$ cat src/rtl/types_gpio_pkg.sv
// rtl/types_gpio_pkg.sv - shared FSM state type and default constants for the GPIO debouncer
package types_gpio_pkg;

  typedef enum logic {
    ST_IDLE  = 1'b0,
    ST_COUNT = 1'b1
  } deb_state_e;

  localparam int unsigned DEBOUNCE_CYCLES_DEFAULT = 50000;
  localparam int          CNT_WIDTH_DEFAULT       = 16;

endpackage

$ cat src/rtl/debounce_bit.sv
// rtl/debounce_bit.sv - one channel: two-flop synchronizer, stability counter FSM, edge pulses
module debounce_bit
  import types_gpio_pkg::*;
#(
  parameter int          cnt_width       = CNT_WIDTH_DEFAULT,
  parameter int unsigned debounce_cycles = DEBOUNCE_CYCLES_DEFAULT,
  parameter logic        reset_value     = 1'b0
) (
  input  logic i_clk,
  input  logic i_rst,
  input  logic i_gpio,
  input  logic i_bypass,
  output logic o_gpio,
  output logic o_rise,
  output logic o_fall
);

  localparam logic [cnt_width-1:0] cnt_limit = cnt_width'(debounce_cycles);
  localparam logic [cnt_width-1:0] cnt_max   = {cnt_width{1'b1}};

  logic [1:0]           sync_q;
  logic                 sync;
  deb_state_e           state_q, state_d;
  logic [cnt_width-1:0] cnt_q, cnt_d;
  logic                 stable_q, stable_d;
  logic                 rise_q, fall_q;

  assign sync = sync_q[1];

  always_ff @(posedge i_clk or posedge i_rst) begin
    if (i_rst) begin
      sync_q   <= {2{reset_value}};
      state_q  <= ST_IDLE;
      cnt_q    <= '0;
      stable_q <= reset_value;
      rise_q   <= 1'b0;
      fall_q   <= 1'b0;
    end else begin
      sync_q   <= {sync_q[0], i_gpio};
      state_q  <= state_d;
      cnt_q    <= cnt_d;
      stable_q <= stable_d;
      rise_q   <= stable_d & ~stable_q;
      fall_q   <= ~stable_d & stable_q;
    end
  end

  // Bypass overrides everything: any count in progress is dropped and stable tracks sync.
  always_comb begin
    state_d  = state_q;
    cnt_d    = cnt_q;
    stable_d = stable_q;
    if (i_bypass) begin
      state_d  = ST_IDLE;
      cnt_d    = '0;
      stable_d = sync;
    end else begin
      case (state_q)
        ST_IDLE: begin
          if (sync != stable_q) begin
            state_d = ST_COUNT;
            cnt_d   = {{(cnt_width-1){1'b0}}, 1'b1};
          end
        end
        ST_COUNT: begin
          if (sync == stable_q) begin
            state_d = ST_IDLE;
            cnt_d   = '0;
          end else if (cnt_q == cnt_limit) begin
            state_d  = ST_IDLE;
            cnt_d    = '0;
            stable_d = sync;
          end else if (cnt_q != cnt_max) begin
            cnt_d = cnt_q + 1'b1;
          end
        end
        default: begin
          state_d = ST_IDLE;
          cnt_d   = '0;
        end
      endcase
    end
  end

  assign o_gpio = stable_q;
  assign o_rise = rise_q;
  assign o_fall = fall_q;

endmodule

$ cat src/rtl/gpio_debounce.sv
// rtl/gpio_debounce.sv - multi-channel GPIO debouncer with per-bit bypass and edge pulses
module gpio_debounce
  import types_gpio_pkg::*;
#(
  parameter int               width           = 12,
  parameter int               cnt_width       = CNT_WIDTH_DEFAULT,
  parameter int unsigned      debounce_cycles = DEBOUNCE_CYCLES_DEFAULT,
  parameter logic [width-1:0] reset_value     = '0
) (
  input  logic             i_clk,
  input  logic             i_rst,
  input  logic [width-1:0] i_gpio,
  input  logic [width-1:0] i_bypass,
  output logic [width-1:0] o_gpio,
  output logic [width-1:0] o_rise,
  output logic [width-1:0] o_fall,
  output logic             o_changed
);

  for (genvar g = 0; g < width; g++) begin : g_bit
    debounce_bit #(
      .cnt_width       (cnt_width),
      .debounce_cycles (debounce_cycles),
      .reset_value     (reset_value[g])
    ) u_bit (
      .i_clk    (i_clk),
      .i_rst    (i_rst),
      .i_gpio   (i_gpio[g]),
      .i_bypass (i_bypass[g]),
      .o_gpio   (o_gpio[g]),
      .o_rise   (o_rise[g]),
      .o_fall   (o_fall[g])
    );
  end

  assign o_changed = |(o_rise | o_fall);

endmodule

$ cat config.mk
export PLATFORM = sky130hd
export DESIGN_NAME = gpio_debounce
export DESIGN_NICKNAME = d
export VERILOG_FILES = /design/src/rtl/types_gpio_pkg.sv /design/src/rtl/debounce_bit.sv /design/src/rtl/gpio_debounce.sv
export SDC_FILE = /design/constraint.sdc
export NUM_CORES = 1
export LEC_CHECK = 0
export BUFFER_PORTS_ARGS = -buffer_cell sky130_fd_sc_hd__buf_2
export CORE_AREA = 2 2 177 179
export DETAILED_ROUTE_END_ITERATION = 8
export DIE_AREA = 0 0 179 181
export PLACE_DENSITY_LB_ADDON = 0.1
export SLEW_MARGIN = 20
export SYNTH_ARGS = -nofsm -noshare
export SYNTH_HDL_FRONTEND = slang
export SYNTH_SLANG_ARGS = --single-unit
$ cat constraint.sdc
create_clock -name i_clk -period 24.5 [get_ports i_clk]
set_input_delay 4.9 -clock i_clk [delete_from_list [all_inputs] [get_ports i_clk]]
set_output_delay 4.9 -clock i_clk [all_outputs]
set_load 0.01 [all_outputs]
==> summary.md <==
| Metric | Value |
|---|---|
| Status | finished, final reports clean |
| Core area | 0.0303 mm² |
| CTS sink count | around 260 |
| Dominant synthesized flop cell | dfrtp_1 |
| Final Cell Area | 0.0164 mm² |
| Worst-path maximum fanout | 2 |
| Seq/Total Area, Yosys | between 40% and 50% |
| Most frequent cells in the layout | dfrtp_1 (264), nand2_1 (150), a31oi_1 (106), nand3_1 (99), nor2_1 (83) |
| Port Buffers | between 60 and 70 |
| RSZ-0062 raised after global routing | false |
| Syn avg cell area | between 9 and 10 µm² |
| P_int | between 0.0007 and 0.0008 W |
| Nets | between 1500 and 2000 |
| Mapped Cells | 1618 |
| GRT overflow | 0 |
| Die width | ~180 µm |
| Tcrit/Tclk final | 28.1% |
| TritonCTS clock tree | done |
| Measured slew at the worst slew-check pin | 1.05 ns |
| Post-route setup TNS | 0 ns |
| Yosys cell types | 87 |
| Setup crit end kind | primary output |
| Routed WL | 33700 µm |
| Initial DRC Count | 834 |
| DP HPWL | between 20000 and 25000 µm |
| Post-CTS setup buffers | 0 |
| Setup Crit Path Kind | flip-flop to primary output |
| Async set-reset flop share out of synthesis | 100% |
| Clk_skew | 0.0279 ns |
| Hold Crit Class | flip-flop to flip-flop |
| Setup crit start kind | flip-flop |
| Max-cap violations | 0 |
| Gpl congestion | 0.854 |
| Number of vias per cell | 6.11 |
| Dpl cell area | 0.0154 mm² |
| Commonest non-fill, non-tap cell in the layout | dfrtp_1 |
| Number of synthesized register bits | 264 |
| CTS Buf Count | 30 |
| Post-synthesis net count | 1668 |
| Worst path arrival time | between 1.5 and 2 ns |
| Post-synth top area share | 44.0% |
| Switching Fraction | 25.2% |
| DRT Pass-1 Iters | 5 |
| Peak Freq | 145 MHz |
| Final Hold Fails | 0 |
| GR peak layer | met2 |
| Top post-synthesis cells by area | dfrtp_1 (44%), a31oi_1 (4.4%), nand2_1 (3.8%) |
| Cell Pwr Density | 61.9 mW/mm² |
| DR DRC count | 0 |
| Synthesis Warnings | 0 |
| Leak | approximately 6.5 nW |
| Vias in the first global route | 11900 |
| Post-synth EDFFs | 0 |
| Worst path required time | 19.60 ns |
| Comb power frac | 9.3% |
| Final setup fails | 0 |
| Largest net degree at the start of global routing | 140 |
| Clock transition at path regs | 0.06 ns |
| Global-route usage over all layers | 21.1% |
| Routing usage on met2 | about a third |
| Initial Util | 49.4% |
| Clock Tree Buf Depth | 3 |
| Most area-hungry cell type in the Yosys netlist | dfrtp_1 |
| Psw | 0.000256 W |
| Global-route wire length before repair | 58000 µm |
| Met3 Use GR | 2.76% |
| Cell Area, Synth | 0.0150 mm² |
| Final core occ | between 50% and 60% |
| Initial antenna violation count | 1 |
| Resized Gates After CTS | 0 |
| Antenna Nets Post-Route | 0 |
| Ports | 63 |
| Fin. max-slew vios | 0 |
| # rows | between 60 and 70 |
| FILL cells | between 2000 and 3000 |
| Met1 Use GR | 29.8% |
| Fin worst setup slack | 17.61 ns |
| H-Tree Depth | 1 |
| Final Instance Count excl. Fillers | between 2000 and 2500 |
| Clk root buf | clkbuf_16 |
| Die area | 0.0324 mm² |
| Clock period minus worst slack | between 6 and 7 ns |
| Slew HR | 29.8% |
| Layout area overhead | 9.31% |
| Pre-CTS WS | 16.98 ns |
| Flop pwr share | 45.7% |
| Avg WL per Cell | roughly 16 µm |
| Vias | 12500 |
| Share of post-route cells with drive strength above 1 | about 11% |
| Clock power frac | about 45% |
| Worst-Skew Late Latency | 0.56 ns |
| Die height | around 180 µm |
| Worst vdd ir | 0.0578 mV |
| Dpl cells | about 2000 |
| CTS Hold Bufs | 0 |
[area by class of cell]
cell class	count	area (µm²)	area share [%]
diodes	1	2.50	0.0153
clock buffers	41	863	5.26
multi-input cells	1195	7670	46.8
inverters	61	236	1.44
repair buffers	71	378	2.30
flip-flops and latches	264	6610	40.3
well taps	396	495	3.02
clock inverters	13	144	0.877
[layer usage]
layer  wire length, µm  part of all wire [%]  up-vias
li1                  -                     -     6134
met1             16000                    48     6093
met2             16000                    47      202
met3              1120                   3.3       39
met4               587                   1.7        0
met5                 0                     0        -
[worst max-delay path: stages (launching register included)]
cell     delay (ns)
dfrtp_1        0.42
nor4_1         0.36
and4_1         0.39
nand3_1        0.10
buf_2          0.15
[registers in the layout (all words and copies together) (netlist names)]
register and flops:
g_bit.u_bit.state_q 12, g_bit.u_bit.o_rise 12, g_bit.u_bit.o_fall 12, g_bit.u_bit.sync_q 24, g_bit.u_bit.o_gpio 12, g_bit.u_bit.cnt_q 192
[through the flow]
step / hold slack (ns) / total power, W
2_1_floorplan: 0.331 / 0.000543
3_3_place_gp: 0.332 / 0.000564
3_5_place_dp: 0.336 / 0.000567
4_1_cts: 0.350 / 0.00103
5_1_grt: 0.354 / 0.00106
6_report: 0.348 / 0.00102
[cell usage after synthesis, types with 16 or more instances]
cell type  count
dfrtp_1      264
nor3b_1       28
buf_4         41
nand4_1       66
and3_1        29
a21oi_1       78
nand3_1       99
or4_1         16
a31oi_1      106
a22o_1        19
nor2_1        83
o21ai_0       78
or3_1         23
nor4_1        36
inv_1         61
ha_1          24
nor3_1        38
and4_1        20
xor2_1        19
a41oi_1       19
mux2i_1       16
clkbuf_1      37
and2_1        20
nand2_1      150
[path summary, 6_finish.rpt]
kind | start | end | slack [ns] | depth (start not counted)
setup / recovery | g_bit[9].u_bit.o_fall | o_changed | 17.61 | 4
hold / removal | g_bit[10].u_bit.sync_q[0] | g_bit[10].u_bit.sync_q[1] | 0.35 | 0
setup reg to reg | g_bit[6].u_bit.cnt_q[5] | g_bit[6].u_bit.cnt_q[9] | 21.55 | 5
hold reg to reg | g_bit[10].u_bit.sync_q[0] | g_bit[10].u_bit.sync_q[1] | 0.35 | 0
max in group asynchronous | i_rst | g_bit[4].u_bit.cnt_q[8] | 17.72 | 4
min in group asynchronous | i_rst | g_bit[9].u_bit.cnt_q[1] | 4.53 | 2
[power by group through the flow]
stage | Combinational [W] | Clock [W] | Sequential (W)
after global routing | 0.000107 | 0.000486 | 0.000466
after global placement | 0.0000932 | 0 | 0.000471
after CTS | 0.0000958 | 0.000470 | 0.000464
after detailed placement | 0.0000955 | 0 | 0.000471
final | 0.0000945 | 0.000457 | 0.000464
after floorplan | 0.0000766 | 0 | 0.000466
[cells by family after synthesis]
kind of cell	count (synthesis)	share of synthesized area, %
muxes	29	2.04
DFF	264	44.0
AOI/OAI and AO/OA	412	18.3
and+or+nand+nor	696	26.3
buffers and inverters	159	5.20
xor gates and xnor gates	34	2.04
adders and majority gates	24	2.00
No activity file was read; power rests on OpenSTA's default activity.
